--- config.mk ---
export PLATFORM = sky130hd
export DESIGN_NAME = led_status_driver
export DESIGN_NICKNAME = d
export VERILOG_FILES = /design/src/rtl/led_drv_pkg.sv /design/src/rtl/led_channel.sv /design/src/rtl/led_status_driver.sv
export SDC_FILE = /design/constraint.sdc
export NUM_CORES = 1
export LEC_CHECK = 0
export BUFFER_PORTS_ARGS = -buffer_cell sky130_fd_sc_hd__clkbuf_2
export CELL_PAD_IN_SITES_DETAIL_PLACEMENT = 0
export CELL_PAD_IN_SITES_GLOBAL_PLACEMENT = 1
export CORE_UTILIZATION = 30
export CTS_BUF_LIST = sky130_fd_sc_hd__clkbuf_16
export CTS_CLUSTER_DIAMETER = 80
export DETAILED_ROUTE_END_ITERATION = 8
export PLACE_DENSITY = 0.49
export SYNTH_ARGS = -nofsm -noshare
export SYNTH_HDL_FRONTEND = slang
export SYNTH_HIERARCHICAL = 1
export SYNTH_SLANG_ARGS = --single-unit
--- constraint.sdc ---
create_clock -name clk -period 2.5 [get_ports clk]
set_input_delay 0.625 -clock clk [delete_from_list [all_inputs] [get_ports clk]]
set_output_delay 0.625 -clock clk [all_outputs]
set_load 0.05 [all_outputs]
--- src/rtl/led_drv_pkg.sv ---
// Shared constants, channel-state type and width helpers for the LED status driver.
package led_drv_pkg;

  localparam int DEF_N_CH        = 8;
  localparam int DEF_HOLD_CYCLES = 1_000_000;
  localparam int DEF_PWM_BITS    = 4;
  localparam int DEF_CNT_BITS    = 8;

  typedef enum logic [1:0] {
    CH_DARK,
    CH_ACTIVE,
    CH_STRETCH
  } ch_state_e;

  function automatic int clog2(input int value);
    int r;
    int v;
    r = 0;
    v = value - 1;
    while (v > 0) begin
      r = r + 1;
      v = v >> 1;
    end
    return r;
  endfunction

  // Never returns zero, so a degenerate parameter still yields a legal vector width.
  function automatic int width_of(input int value);
    return (clog2(value) < 1) ? 1 : clog2(value);
  endfunction

endpackage

--- src/rtl/led_channel.sv ---
// One status channel: input registers, retriggerable hold stretcher and saturating edge counter.
module led_channel
  import led_drv_pkg::*;
#(
  parameter int HOLD_CYCLES = DEF_HOLD_CYCLES,
  parameter int CNT_BITS    = DEF_CNT_BITS
) (
  input  logic                clk,
  input  logic                rst,
  input  logic                status,
  input  logic                cnt_clr,
  output logic                lit,
  output logic [CNT_BITS-1:0] count
);

  localparam int                 HOLD_W    = width_of(HOLD_CYCLES);
  localparam logic [HOLD_W-1:0]  HOLD_LOAD = HOLD_W'(HOLD_CYCLES - 1);
  localparam logic [CNT_BITS-1:0] CNT_MAX  = '1;

  logic              s_q;
  logic              s_q2;
  logic              rise;
  logic [HOLD_W-1:0] hold;
  ch_state_e         state;

  always_ff @(posedge clk or posedge rst) begin
    if (rst) begin
      s_q  <= 1'b0;
      s_q2 <= 1'b0;
    end else begin
      s_q  <= status;
      s_q2 <= s_q;
    end
  end

  assign rise = s_q & ~s_q2;

  // Reloads while the input is high, so back-to-back pulses never leave a dark gap.
  always_ff @(posedge clk or posedge rst) begin
    if (rst) begin
      hold <= '0;
    end else if (s_q) begin
      hold <= HOLD_LOAD;
    end else if (hold != '0) begin
      hold <= hold - HOLD_W'(1);
    end
  end

  // A clear coinciding with an edge keeps that edge.
  always_ff @(posedge clk or posedge rst) begin
    if (rst) begin
      count <= '0;
    end else if (cnt_clr) begin
      count <= rise ? CNT_BITS'(1) : '0;
    end else if (rise && (count != CNT_MAX)) begin
      count <= count + CNT_BITS'(1);
    end
  end

  always_comb begin
    state = CH_DARK;
    if (s_q) begin
      state = CH_ACTIVE;
    end else if (hold != '0) begin
      state = CH_STRETCH;
    end
  end

  assign lit = (state != CH_DARK);

  hold_in_range : assert property (@(posedge clk) disable iff (rst) hold <= HOLD_LOAD);

endmodule

--- src/rtl/led_status_driver.sv ---
// Turns raw status bits into stretched, PWM-dimmed LED drives with per-channel edge counters.
module led_status_driver
  import led_drv_pkg::*;
#(
  parameter int N_CH        = DEF_N_CH,
  parameter int HOLD_CYCLES = DEF_HOLD_CYCLES,
  parameter int PWM_BITS    = DEF_PWM_BITS,
  parameter int CNT_BITS    = DEF_CNT_BITS
) (
  input  logic                      clk,
  input  logic                      rst,
  input  logic [N_CH-1:0]           status_in,
  input  logic [PWM_BITS-1:0]       duty,
  input  logic                      cnt_clr,
  input  logic [width_of(N_CH)-1:0] cnt_sel,
  output logic [N_CH-1:0]           led_out,
  output logic [CNT_BITS-1:0]       cnt_out
);

  localparam int SEL_W = width_of(N_CH);

  logic [N_CH-1:0]     lit;
  logic [CNT_BITS-1:0] count [N_CH];
  logic [PWM_BITS-1:0] pwm_cnt;
  logic                pwm_on;
  logic [CNT_BITS-1:0] sel_count;

  for (genvar i = 0; i < N_CH; i++) begin : g_ch
    led_channel #(
      .HOLD_CYCLES(HOLD_CYCLES),
      .CNT_BITS   (CNT_BITS)
    ) u_ch (
      .clk    (clk),
      .rst    (rst),
      .status (status_in[i]),
      .cnt_clr(cnt_clr),
      .lit    (lit[i]),
      .count  (count[i])
    );
  end

  always_ff @(posedge clk or posedge rst) begin
    if (rst) begin
      pwm_cnt <= '0;
    end else begin
      pwm_cnt <= pwm_cnt + PWM_BITS'(1);
    end
  end

  // All-ones duty must be fully on, which a plain compare cannot reach.
  assign pwm_on = (pwm_cnt < duty) | (&duty);

  // Selects that match no channel fall through to zero.
  always_comb begin
    sel_count = '0;
    for (int i = 0; i < N_CH; i++) begin
      if (cnt_sel == SEL_W'(i)) begin
        sel_count = count[i];
      end
    end
  end

  always_ff @(posedge clk or posedge rst) begin
    if (rst) begin
      led_out <= '0;
      cnt_out <= '0;
    end else begin
      led_out <= lit & {N_CH{pwm_on}};
      cnt_out <= sel_count;
    end
  end

endmodule

==> key figures <==
Setup path
  – CP top delay family: simple AND/OR/NAND/NOR gates
  – Crit path buffers/inverters: 1
  – Worst Path Arrival: 2.81 ns
  – Crit-path cells: inv_1 > ha_1 > or3b_4 > nor4b_4 > nand3_2 > or4_1 > a21oi_1
  – Crit end category: flop
  – FF-to-FF Start: g_ch[2].u_ch/hold[0]
  – CP max stage delay: 0.42 ns
  – Worst path depth: 7
  – End of the critical path: g_ch[2].u_ch/hold[12]
  – Data required, critical path: 2.96 ns
  – CP Max Fanout: 5
  – Slowest stage cell, crit path: or3b_4
  – Worst reg-to-reg setup slack: 0.15 ns
  – Worst reg2reg path depth: 7
  – Reg2reg end: g_ch[2].u_ch/hold[12]
  – Startpoint Class: flop
  – Crit Path Class: flop to flop
  – CP startpoint: g_ch[2].u_ch/hold[0]

Yosys
  – Synth Register Bits: 260
  – Post-Syn Instances: 1397
  – Yosys warning total: 6
  – Avg Cell Area, Syn: 10.3 sq um
  – Share of the synthesized area in the top cell type: 45.4%
  – Register area share after synthesis: 45.4%
  – Syn nets: 1443
  – Post-synth top flop: dfrtp_1
  – Synth Cell Area: 0.0143 sq mm
  – Count of flip-flops with a built-in enable after synthesis: 0
  – Synth top area cells: dfrtp_1, xor2_1, nor2_1
  – Synth cell types: 58
  – Yosys top cell by area: dfrtp_1
  – Ys async rst share: 100%

Global routing
  – Largest net degree at the start of global routing: 48
  – Initial antenna violation count: 1
  – First-pass GRT wire length: 56900 um
  – Tot GR Track Use: 14.8%
  – Grt ovf: 0
  – Number of global-route vias before repair: 10200

Floorplanning
  – Io pins: 34
  – Initial Utilization: 30.6%
  – Total core area: 0.0469 sq mm
  – Total die area: 0.0486 sq mm
  – Width of the die: 220 um
  – Die Y: 220 um
  – Rows: 79

Detailed routing
  – DR WL met3: 1230 um
  – Remaining antenna violation count: 0
  – Top Metal Used: met4
  – WL per Instance: 16.7 um
  – Vias post-DR: 10300
  – Metal2 WL: 16000 um
  – DR DRC count: 8
  – TritonRoute pass-1 iters: 7
  – Via density: 4.96
  – Drt total wl: 34700 um
  – M1 wire length: 16600 um
  – DRT iter0 DRCs: 516

Cells and area
  – Final core utilization: 34.8%
  – Layout cells sized above 1: 15.0%
  – Layout Nets: 1494
  – Synth-to-Final Area Change: 13.7%

STA
  – Unrepaired setup endpoints after global routing: no
  – Final hold violation count: 0
  – Worst Skew: 0.0162 ns
  – Max-slew violation count: 0
  – Slew headroom: 50.1%
  – Worst slew pin tran: 0.749 ns
  – # setup viols final: 0
  – Min Tclk post-route: 2.35 ns
  – Final setup margin: 0.151 ns
  – F_max: 426 MHz
  – Fraction of the cycle the final worst path needs: 94.0%
  – Setup TNS: 0 ns

Power and ir drop
  – VDD IR max: 391 uV
  – Pwr Total: 9.73 mW
  – Cell-internal power: 7.34 mW
  – PwrDens: 597 mW/mm^2
  – Switch Pwr: 2.39 mW
  – Pleak: 6.38 nW
  – Sequential share of power: 45.2%
  – Combinational fraction of design power: 5.8%
  – Clock group share of total power: 49.0%
  – Switching Fraction: 24.5%

Placement
  – Routability cong.: 0.746
  – Dpl ws: 0.188 ns
  – Hpwl dp: 23500 um
  – I/O Buffers: 33

Clock tree
  – TritonCTS Buffers: 34
  – Worst skew pair latency: 0.54 ns
  – Clock root cell: clkbuf_16
  – H-tree depth: 2
  – CTS max path bufs: 3
  – # Post-CTS Setup Buffers: 0
  – Hold buffer count at cts: 0
  – CTS tree: done
  – TritonCTS Sinks: 260
  – CTS resizes: 0
  – Clk pin slew, worst setup/hold paths: 0.05 ns

Run status
  – Failing checks: design-rule violations
  – Outcome: finished with violations

Hold path
  – Hold Crit Class: primary input to flop

Job
  – Max-cap viol count: 0
metal layers:
metal | global-route usage [%] | vias up
li1 | - | 5138
met1 | 19.8 | 5035
met2 | 23.8 | 115
met3 | 3.12 | 48
met4 | 4.66 | 0
met5 | 0 | -
metrics by stage:
stage	area, sq um	cells	hold slack, ns
floorplan	14300	1397	0.425
global route	16300	2081	0.156
finish	16300	2082	0.194
CTS	16300	2081	0.150
detailed placement	15200	2019	0.480
global placement	15200	2019	0.477
cell usage after synthesis, types with 16 or more instances:
cell type	number
inv_1	45
xnor2_1	51
or4_1	24
nor4_1	32
nand2_1	50
mux2i_1	25
nor3_1	46
nor3b_1	17
a21oi_1	55
clkbuf_1	38
nand3b_1	16
o2111ai_1	16
nor2b_1	25
nand2b_1	48
ha_1	28
o21ai_0	47
dfrtp_1	260
nand3_1	39
nor2_1	188
o31ai_1	17
xor2_1	94
nand4_1	37
state kept, by name, indices dropped and copies added (netlist names):
signal and cells:
pwm_cnt 4, g_ch.u_ch/s_q 8, g_ch.u_ch/hold 160, g_ch.u_ch/s_q2 8, g_ch.u_ch/count 64, led_out 8, cnt_out 8
cell usage in the layout (no fill, tap or decap), types with 9 or more instances in the layout:
cell type	synthesis	final
clkinv_1	0	9
nor4_1	32	32
nor3_1	46	46
a211o_1	9	9
nand4_1	37	37
nor2_1	188	188
clkbuf_16	0	37
clkbuf_2	0	33
nand3b_1	16	16
nand2b_1	48	48
nor3b_1	17	17
dfrtp_1	260	260
a21oi_1	55	55
ha_1	28	28
o2111ai_1	16	16
xor2_1	94	94
o211ai_1	15	15
nand3_1	39	39
inv_1	45	51
nand2_1	50	50
mux2i_1	25	25
o21ai_0	47	47
xnor2_1	51	51
buf_4	1	42
nor2b_1	25	25
o31ai_1	17	17
or4_1	24	24
power by group through the flow:
stage | logic, mW | registers (mW) | clock network (mW)
2_1_floorplan | 0.359 | 4.48 | 0
3_3_place_gp | 0.571 | 4.48 | 0
3_5_place_dp | 0.576 | 4.47 | 0
4_1_cts | 0.578 | 4.40 | 5.01
5_1_grt | 0.634 | 4.41 | 5.18
6_report | 0.561 | 4.40 | 4.77
cell type report:
class / instances / area, sq um
antenna: 1 / 2.50
tap: 607 / 759
fill: 4798 / 30600
inverter: 45 / 169
multi-input combinational: 1031 / 7260
sequential: 260 / 6510
clock buffer: 37 / 926
clock inverter: 25 / 160
timing repair buffer: 76 / 500
kinds of logic after synthesis:
group                      share of synthesized area, %
and+or+nand+nor                                    25.7
DFF                                                45.4
AOI/OAI and AO/OA                                  10.6
xor gates and xnor gates                           8.87
buffers and inverters                              3.85
muxes                                              3.08
adders and majority gates                          2.45
worst min-delay path by stage:
stage | from | to | slack (ns) | depth (start not counted)
after floorplan | g_ch[0].u_ch/s_q | g_ch[0].u_ch/s_q2 | 0.43 | 0
after global placement | pwm_cnt[3] | pwm_cnt[3] | 0.48 | 1
after detailed placement | pwm_cnt[3] | pwm_cnt[3] | 0.48 | 1
after CTS | status_in[2] | g_ch[2].u_ch/s_q | 0.15 | 1
after global routing | status_in[2] | g_ch[2].u_ch/s_q | 0.16 | 1
final | status_in[2] | g_ch[2].u_ch/s_q | 0.19 | 1
No activity file was read; power rests on OpenSTA's default activity.
